File: config.mk
export PLATFORM = sky130hd
export DESIGN_NAME = multicycle_control_unit
export DESIGN_NICKNAME = d
export VERILOG_FILES = /design/src/rtl/multicycle_control_unit.sv
export SDC_FILE = /design/constraint.sdc
export NUM_CORES = 1
export LEC_CHECK = 0
export ABC_AREA = 1
export CORE_UTILIZATION = 46
export DETAILED_ROUTE_END_ITERATION = 10
export HOLD_SLACK_MARGIN = 0.06
export PLACE_DENSITY = 0.85
export SLEW_MARGIN = 25
export SYNTH_ARGS = -nofsm -noshare
export SYNTH_HDL_FRONTEND = slang
export SYNTH_SLANG_ARGS = --single-unit
File: constraint.sdc
create_clock -name clk -period 3.3 [get_ports clk]
set_input_delay 0.66 -clock clk [delete_from_list [all_inputs] [get_ports clk]]
set_output_delay 0.66 -clock clk [all_outputs]
set_load 0.02 [all_outputs]
File: src/rtl/multicycle_control_unit.sv
// Multi-cycle RV32I control FSM: steps each instruction through FETCH/DECODE/EXECUTE/MEM/WB,
// handshakes with memory via mem_ready and traps illegal encodings or memory timeouts.
`timescale 1ns/1ps
module multicycle_control_unit #(
  parameter int unsigned MEM_TIMEOUT = 16,
  parameter int unsigned ALU_CTRL_W  = 4
) (
  input  logic                  clk,
  input  logic                  rst_n,
  input  logic [6:0]            opcode,
  input  logic [2:0]            func3,
  input  logic [6:0]            func7,
  input  logic                  mem_ready,
  output logic [ALU_CTRL_W-1:0] alu_control,
  output logic                  reg_write,
  output logic                  mem_read,
  output logic                  mem_write,
  output logic                  branch,
  output logic                  mem_to_reg,
  output logic                  alu_src,
  output logic                  ir_write,
  output logic                  pc_write,
  output logic                  instr_done,
  output logic                  illegal_instr,
  output logic                  mem_fault,
  output logic [2:0]            state
);

  typedef enum logic [2:0] {
    IDLE    = 3'd0,
    FETCH   = 3'd1,
    DECODE  = 3'd2,
    EXECUTE = 3'd3,
    MEM     = 3'd4,
    WB      = 3'd5,
    TRAP    = 3'd7
  } state_t;

  localparam logic [6:0] OP_R      = 7'b0110011;
  localparam logic [6:0] OP_I      = 7'b0010011;
  localparam logic [6:0] OP_LOAD   = 7'b0000011;
  localparam logic [6:0] OP_STORE  = 7'b0100011;
  localparam logic [6:0] OP_BRANCH = 7'b1100011;
  localparam logic [6:0] F7_ALT    = 7'b0100000;

  localparam logic [3:0] ALU_AND  = 4'b0000;
  localparam logic [3:0] ALU_OR   = 4'b0001;
  localparam logic [3:0] ALU_ADD  = 4'b0010;
  localparam logic [3:0] ALU_SUB  = 4'b0110;
  localparam logic [3:0] ALU_SLT  = 4'b0111;
  localparam logic [3:0] ALU_SLTU = 4'b1000;
  localparam logic [3:0] ALU_XOR  = 4'b1001;
  localparam logic [3:0] ALU_SLL  = 4'b1010;
  localparam logic [3:0] ALU_SRL  = 4'b1011;
  localparam logic [3:0] ALU_SRA  = 4'b1100;

  // Counter only ever needs to reach MEM_TIMEOUT-1; with the timeout disabled it may wrap freely.
  localparam int unsigned     CNT_W    = (MEM_TIMEOUT > 2) ? $clog2(MEM_TIMEOUT) : 1;
  localparam logic [CNT_W-1:0] CNT_LAST = CNT_W'((MEM_TIMEOUT > 0) ? MEM_TIMEOUT - 1 : 0);

  state_t           cur_state, next_state;
  logic [CNT_W-1:0] wait_cnt;
  logic             legal;
  logic             waiting;
  logic             timeout_hit;
  logic [3:0]       alu_op;

  function automatic logic [3:0] arith_op(input logic [2:0] f3, input logic alt);
    case (f3)
      3'b000:  arith_op = alt ? ALU_SUB : ALU_ADD;
      3'b001:  arith_op = ALU_SLL;
      3'b010:  arith_op = ALU_SLT;
      3'b011:  arith_op = ALU_SLTU;
      3'b100:  arith_op = ALU_XOR;
      3'b101:  arith_op = alt ? ALU_SRA : ALU_SRL;
      3'b110:  arith_op = ALU_OR;
      default: arith_op = ALU_AND;
    endcase
  endfunction

  always_comb begin
    legal = 1'b0;
    case (opcode)
      OP_R:      legal = (func7 == '0) || (func7 == F7_ALT && (func3 == 3'b000 || func3 == 3'b101));
      OP_I: begin
        case (func3)
          3'b001:  legal = (func7 == '0);
          3'b101:  legal = (func7 == '0) || (func7 == F7_ALT);
          default: legal = 1'b1;
        endcase
      end
      OP_LOAD:   legal = (func3 != 3'b011) && (func3 != 3'b110) && (func3 != 3'b111);
      OP_STORE:  legal = (func3 == 3'b000) || (func3 == 3'b001) || (func3 == 3'b010);
      OP_BRANCH: legal = (func3 != 3'b010) && (func3 != 3'b011);
      default:   legal = 1'b0;
    endcase
  end

  assign waiting     = (cur_state == FETCH) || (cur_state == MEM);
  assign timeout_hit = (MEM_TIMEOUT != 0) && !mem_ready && (wait_cnt == CNT_LAST);

  always_comb begin
    next_state = cur_state;
    alu_op     = ALU_ADD;
    reg_write  = 1'b0;
    mem_read   = 1'b0;
    mem_write  = 1'b0;
    branch     = 1'b0;
    mem_to_reg = 1'b0;
    alu_src    = 1'b0;
    ir_write   = 1'b0;
    pc_write   = 1'b0;
    instr_done = 1'b0;
    case (cur_state)
      IDLE: next_state = FETCH;
      FETCH: begin
        mem_read = 1'b1;
        if (mem_ready) begin
          ir_write   = 1'b1;
          pc_write   = 1'b1;
          next_state = DECODE;
        end else if (timeout_hit) begin
          next_state = TRAP;
        end
      end
      DECODE: next_state = legal ? EXECUTE : TRAP;
      EXECUTE: begin
        case (opcode)
          OP_R: begin
            alu_op     = arith_op(func3, func7[5]);
            next_state = WB;
          end
          OP_I: begin
            alu_src    = 1'b1;
            alu_op     = arith_op(func3, (func3 == 3'b101) && func7[5]);
            next_state = WB;
          end
          OP_LOAD, OP_STORE: begin
            alu_src    = 1'b1;
            next_state = MEM;
          end
          OP_BRANCH: begin
            branch     = 1'b1;
            instr_done = 1'b1;
            alu_op     = func3[2] ? (func3[1] ? ALU_SLTU : ALU_SLT) : ALU_SUB;
            next_state = FETCH;
          end
          default: next_state = TRAP;
        endcase
      end
      MEM: begin
        alu_src = 1'b1;
        if (opcode == OP_STORE) mem_write = 1'b1;
        else                    mem_read  = 1'b1;
        if (mem_ready) begin
          if (opcode == OP_STORE) begin
            instr_done = 1'b1;
            next_state = FETCH;
          end else begin
            next_state = WB;
          end
        end else if (timeout_hit) begin
          next_state = TRAP;
        end
      end
      WB: begin
        reg_write  = 1'b1;
        instr_done = 1'b1;
        mem_to_reg = (opcode == OP_LOAD);
        next_state = FETCH;
      end
      TRAP:    next_state = TRAP;
      default: next_state = IDLE;
    endcase
  end

  always_ff @(posedge clk or negedge rst_n) begin
    if (!rst_n) begin
      cur_state     <= IDLE;
      wait_cnt      <= '0;
      illegal_instr <= 1'b0;
      mem_fault     <= 1'b0;
    end else begin
      cur_state <= next_state;
      if (!waiting || mem_ready || next_state != cur_state) wait_cnt <= '0;
      else                                                   wait_cnt <= wait_cnt + 1'b1;
      if (cur_state == DECODE && !legal) illegal_instr <= 1'b1;
      if (waiting && timeout_hit)        mem_fault     <= 1'b1;
    end
  end

  assign alu_control = ALU_CTRL_W'(alu_op);
  assign state       = cur_state;

endmodule

# Word-level counts from Yosys, hierarchy flattened
# Cells that the tools add are included.
# W data, S select, Z words.
# totals
word_cells	89
output_inout_bits	18
regBits	9
# classes
addsub	1
eq_ne	24
reduce_logical	26
n_mux	34
# ops
operator	count
$pmux W4 S7	2
$mux W3	9
$eq A7 B6 Y1 const B	3
$eq A3 B3 Y1 const B	6
$pmux W3 S6	1
$mux W4	4
$eq A3 B2 Y1 const B	4
$pmux W4 S3	1
$mux W1	11
$pmux W3 S3	1
$logic_and A1 B1 Y1	8
$logic_or A1 B1 Y1	8
$eq A7 B2 Y1 const B	1
$eq A7 B5 Y1 const B	1
$eq A7 B7 Y1 const B	1
$logic_not A7 Y1	1
$eq A3 B1 Y1 const B	2
$logic_not A3 Y1	2
$ne A3 B2 Y1 const B	2
$ne A3 B3 Y1 const B	2
$pmux W1 S2	3
$reduce_or A2 Y1	3
$pmux W1 S5	1
$add A4 B1 Y4 const B	1
5 further kinds	7

# Longest topological paths before layout
# Gate-level depths: netlist of the first run.
# depth
ltp_word	10
ltp_mapped	10

# Worst setup path before layout of the first run
# Ideal clock, no wire load.
# synth_timing
kind	register -> output
start	reg cur_state[0], in the netlist state[0]
end	out mem_to_reg
stages_incl_launch_ff	5
slack_ns	1.001
n_path_buf	0
t_arrival_ns	1.639
required_ns	2.640
cell_sequence	dfrtp_1 > inv_1 > nor3_1 > inv_1 > nor2_1
# synth_between
elab_chain_cells	2
# synth_rtl
item	line	text
start: declaration	61	state_t cur_state, next_state;
start signal: assignment	184	cur_state <= next_state;
$eq A3 B3 Y1	114	case (cur_state)
$mux W1	114	
end: declaration	19	output logic mem_to_reg,
# No other way between the ends.

# Worst setup path in the final report of the first run
# layout_timing
start	in opcode[1]
end	out alu_control[1]
# layout_between
elab_chain_cells	3
elab_cells_between_ends	5
classes_between	eq/ne (3); mux (2)
# layout_rtl
item	line	text
start: declaration	10	input logic [6:0] opcode,
$eq A7 B7 Y1, or another cell as far along	128	case (opcode)
$pmux W4 S3 (*)	128	
$mux W4 (*)	114	
end: declaration	14	output logic [ALU_CTRL_W-1:0] alu_control,
# Every way passes the cells marked *; elsewhere a longest branch is shown, timed or not.

==> results.py, run 1 <==
metrics = {
    "run_status": {
        "outcome": "completed",
    },
    "worst_setup_path": {
        "path_delay_family": "buffers and inverters",
        "required_ns": 2.64,
        "cp.arrival_ns": 2.51,
        "end_kind": "primary output",
        "critPathSlowestCell": "clkdlybuf4s50_1",
        "start_kind": "primary input",
        "path_class": "primary input to primary output",
        "path_max_fanout": 5,
        "crit_chain": "clkdlybuf4s50_1 > nand2_1 > nor2_2 > nand2_1 > a21oi_1 > o21ai_0 > nand3_1 > clkdlybuf4s50_1",
        "max_stage_delay_ns": 0.60,
        "worst-path-buf-inv": 2,
    },
    "synthesis": {
        "netlist_top_cells_count": "nand2_1 (43), nand3_1 (21), nor2_1 (20)",
        "synthDistinctLibCells": 24,
        "ys.flop_type": "dfrtp_1",
        "synthSimpleGateAreaFrac_pct": 50.0,
        "synth.cell_area_um2": 918,
        "yosysMostFrequentCell": "nand2_1",
        "synthTopCellsByArea": "dfrtp_1 (25%), nand2_1 (18%), nand3_1 (11%)",
        "synth-adder-area-share_pct": 1.36,
        "synthMuxAreaShare_pct": 0,
        "synthXorXnorAreaFrac_pct": 1.91,
        "ys_seq_area_share_pct": 24.5,
        "async_flop_share_pct": 100,
        "yosysTopAreaCell": "dfrtp_1",
        "synth.net_count": 177,
        "yosys_warnings": 0,
        "synth-compound-area-share_pct": 10.9,
        "post_synth.cell_area_avg_um2": 5.89,
        "synthDominantCellAreaShare_pct": 24.5,
        "synth_top_family_by_area": "simple AND/OR/NAND/NOR gates",
        "synth_cells": 156,
        "synth_edf_count": 0,
        "synth-seq-cells": 9,
    },
    "clocking": {
        "clk_pin_slew_ns": 0.06,
        "cts_sinks": 9,
        "cts.htree.levels": 1,
        "post_cts_buffers": 0,
        "hold_buffers": 0,
        "cts_tree": "yes",
        "cts-root-buf": "clkbuf_4",
        "cts_buffers": 3,
        "clock_path_buffers": 2,
        "insertion_delay_ns": 0.26,
        "cts_resized": 0,
    },
    "sta": {
        "skew_ns": 0.00791,
        "hold_viol": 0,
        "fmax_mhz": 315,
        "slew_headroom_pct": 74.7,
        "min_period_ns": 3.17,
        "finalCritPeriodShare_pct": 96.1,
        "tightest_slew_ns": 0.378,
        "rsz0062_at_grt": "false",
        "slew_violations": 0,
        "fin_tns_setup_ns": 0,
        "setup_violations": 0,
    },
    "job": {
        "drv_cap": 0,
    },
    "pwr": {
        "pwr_density_cell_nw_per_um2": 485,
        "p_leak_nw": 0.682,
        "vdd_drop_max_mv": 0.473,
    },
    "finish": {
        "n_antenna_cell": 0,
        "postLayoutCoreUtil_pct": 75.7,
        "area_delta_synth_final_pct": 48.5,
        "fillers": 147,
        "drive_gt1_share_pct": 12.6,
        "fin_nets": 220,
        "fin_cells": 223,
    },
    "global_route": {
        "grt_max_degree": 10,
        "grt_pass1_vias": 912,
        "antenna_found_initial": 0,
        "grt_pass1_wl_um": 3610,
        "grt_usage_pct": 23.1,
        "grt_overflow_total": 0,
    },
    "drt": {
        "drt_iter0_markers": 61,
        "drt-vias-per-instance": 5.12,
        "drc": 0,
        "num_vias": 1141,
        "drt-total-wl_um": 2340,
        "firstDrtPassIters": 4,
        "ant_nets": 0,
        "detail_route.wl_per_cell_um": 10.5,
    },
    "place": {
        "port_buffers": 37,
        "hpwl_um": 1990,
        "gp_congestion": 0.890,
        "dp_cells": 219,
    },
    "floorplan": {
        "core_um2": 1800,
        "fp.dieW_um": 46.7,
        "fp.dieH_um": 46.7,
        "start_util_pct": 51.0,
        "ios": 38,
        "die_area_um2": 2180,
        "placementRows": 15,
    },
    "worst_hold_path": {
        "min_path_type": "register to register",
    },
}
report_power, final:
group	leakage [nW]	switching (mW)	internal [mW]
clock	0.0150	0.0361	0.0465
combinational	0.554	0.227	0.173
sequential	0.113	0.0456	0.133
cell families after synthesis:
logic type,after synthesis
adder cells (fa/ha/maj),1
AND/OR/NAND/NOR,100
buffers and inverters,26
AO/OA/AOI/OAI,18
XOR/XNOR,2
flip-flops,9
metal layers:
layer  global-route usage [%]  share of wire, %  vias to the layer above
li1                         -                 -                      585
met1                     30.0                44                      510
met2                     39.7                49                       46
met3                     5.10               6.7                        0
met4                     3.43                 0                        0
met5                        0                 0                        -
sequential cells by signal, summed over array words and instances (netlist names):
register,flops
illegal_instr,1
state,3
wait_cnt,4
mem_fault,1
cells in the final DEF (no fill, tap or decap), types with 2 or more instances in the layout:
cell type,count
nor2_2,2
buf_4,4
o211ai_1,2
nor2_1,20
nor3_2,2
nor3_1,3
nor2_4,2
nand4_1,2
inv_1,16
inv_2,7
nand2_2,4
clkbuf_4,3
o21ai_0,6
dfrtp_1,9
dlymetal6s2s_1,2
nand3_1,21
nand2_1,43
o21ai_1,3
a21oi_1,5
clkdlybuf4s50_1,35
final timing paths:
path                       cells after the start       from        endpoint  slack, ns
setup / recovery                               8  opcode[1]  alu_control[1]       0.13
hold / removal                                 1  mem_fault       mem_fault       0.46
setup reg to reg                               7   state[2]     wait_cnt[0]       1.97
hold reg to reg                                1  mem_fault       mem_fault       0.46
max in group asynchronous                      1      rst_n     wait_cnt[0]       2.34
min in group asynchronous                      1      rst_n       mem_fault       0.68
through the flow:
step                cell area, um2  worst slack [ns]  hold slack, ns  power, mW
floorplan                      918              1.00           0.364      0.421
global placement              1330             0.126           0.438      0.572
detailed placement            1330             0.106           0.452      0.580
CTS                           1360             0.104           0.461      0.664
global route                  1360            0.0194           0.475      0.713
finish                        1360             0.129           0.462      0.661
cell type report:
cell class                 instances  area, um2  share of cell area, %
multi-input combinational        121        589                   43.2
timing repair buffer              41        405                   29.7
sequential                         9        225                   16.5
inverter                          23       86.3                   6.33
tap                               25       31.3                   2.29
clock buffer                       4       26.3                   1.93
(Power assumes the default switching activity.)
==> run 2, diff against run 1 <==
GPL_TIMING_DRIVEN = 0   (was not set)
==> results.py, run 2 (same netlist as run 1, synthesis figures left out) <==
metrics = {
    "run_status": {
        "outcome": "completed",
    },
    "sta": {
        "rsz0062_at_grt": "false",
        "slew_headroom_pct": 73.6,
        "tightest_slew_ns": 0.395,
        "hold_viol": 0,
        "holdWs_ns": 0.463,
        "slew_violations": 0,
        "min_period_ns": 3.20,
        "skew_ns": 0.00502,
        "finalCritPeriodShare_pct": 96.9,
        "fmax_mhz": 313,
        "setup_violations": 0,
        "fin_tns_setup_ns": 0,
    },
    "finish": {
        "regMostFlops": "wait_cnt",
        "layout_common_cells": "nand2_1 (43), clkdlybuf4s50_1 (33), nand3_1 (21)",
        "area_delta_synth_final_pct": 48.0,
        "postLayoutCoreUtil_pct": 75.4,
        "largest_register_ffs": 4,
        "n_antenna_cell": 0,
        "fin_cells": 222,
        "final_common_cell": "nand2_1",
        "multi_input_area_um2": 589,
        "fin_nets": 219,
        "fillers": 159,
        "regArea_um2": 225,
        "drive_gt1_share_pct": 12.2,
    },
    "drt": {
        "ant_nets": 0,
        "detail_route.wl_per_cell_um": 10.5,
        "drt_iter0_markers": 31,
        "drt-total-wl_um": 2340,
        "firstDrtPassIters": 4,
        "drt-vias-per-instance": 5.10,
        "drc": 0,
        "num_vias": 1133,
    },
    "clocking": {
        "cts_buffers": 3,
        "cts_tree": "yes",
        "hold_buffers": 0,
        "insertion_delay_ns": 0.26,
        "clk_pin_slew_ns": 0.05,
        "cts.htree.levels": 1,
        "clock_path_buffers": 2,
        "cts-root-buf": "clkbuf_4",
        "cts_sinks": 9,
    },
    "pwr": {
        "finalPower_uw": 669,
        "pwr_density_cell_nw_per_um2": 492,
        "p_leak_nw": 0.684,
        "vdd_drop_max_mv": 0.393,
    },
    "global_route": {
        "grt_usage_pct": 24.7,
        "grt_max_degree": 11,
        "grt_overflow_total": 0,
        "grt_pass1_wl_um": 3910,
        "grt_pass1_vias": 967,
        "antenna_found_initial": 0,
    },
    "job": {
        "drv_cap": 0,
    },
    "place": {
        "hpwl_um": 1930,
        "port_buffers": 37,
        "gp_congestion": 0.880,
        "dp_cells": 218,
    },
    "floorplan": {
        "placementRows": 15,
        "ios": 38,
        "core_um2": 1800,
        "fp.dieH_um": 46.7,
        "die_area_um2": 2180,
        "start_util_pct": 51.0,
        "fp.dieW_um": 46.7,
    },
    "worst_setup_path": {
        "end_kind": "primary output",
        "required_ns": 2.64,
        "start_kind": "primary input",
        "path_class": "primary input to primary output",
        "cp.arrival_ns": 2.54,
        "path_max_fanout": 4,
    },
    "worst_hold_path": {
        "min_path_type": "register to register",
    },
}
-- run 2: changes by cell type in the layout (fill, tap and decap cells not counted) --
cell | before | now
buf_4 | 4 | 1
clkdlybuf4s50_1 | 35 | 33
dlymetal6s2s_1 | 2 | 4
buf_2 | 0 | 1
clkbuf_4 | 3 | 4
-- run 2: cell type report --
cell class | instances | area share [%]
Sequential cell | 9 | 16.6
Inverter | 23 | 6.35
Tap cell | 25 | 2.30
Multi-Input combinational cell | 121 | 43.4
Clock buffer | 4 | 1.93
Buffer | 3 | 1.47
Timing Repair Buffer | 37 | 28.0
-- run 2: path summary, 6_finish.rpt --
path | from | to | slack, ns | cells past startpoint
setup / recovery | opcode[4] | alu_control[3] | 0.10 | 9
hold / removal | wait_cnt[0] | wait_cnt[0] | 0.46 | 1
setup reg to reg | state[2] | wait_cnt[3] | 1.93 | 7
hold reg to reg | wait_cnt[0] | wait_cnt[0] | 0.46 | 1
max in group asynchronous | rst_n | wait_cnt[1] | 2.32 | 1
min in group asynchronous | rst_n | mem_fault | 0.69 | 1
-- run 2: routing by layer --
layer / share of wire [%] / GRT usage (%) / routed length [um]
met1: 44 / 32.0 / 1020
met2: 50 / 41.9 / 1160
met3: 6.4 / 5.10 / 150
met4: 0.13 / 5.71 / 3
met5: 0 / 0 / 0
-- run 2: timing repair --
action                                  CTS  global route
setup buffers                             0             0
gates resized for setup                   0             5
endpoints found under the setup margin    0             6
-- run 2: stage by stage --
stage / cell area [um2] / setup slack (ns)
finish: 1360 / 0.104
global route: 1360 / 0.0129
CTS: 1350 / 0.0453
detailed placement: 1320 / 0.0432
global placement: 1320 / 0.0667
floorplan: 918 / 1.00
-- run 2: power by group --
group	switching (mW)	leakage (nW)	internal (mW)
combinational	0.233	0.556	0.175
sequential	0.0478	0.113	0.133
clock	0.0344	0.0150	0.0463
total	0.315	0.684	0.354
-- run 2: critical path, cell delays in order --
cell and delay, ns:
clkdlybuf4s50_1 0.46, inv_2 0.09, nand2_1 0.10, nor2_4 0.16
nand2_2 0.11, nor3_2 0.18, nand3_1 0.11, nand2_1 0.08
clkdlybuf4s50_1 0.59
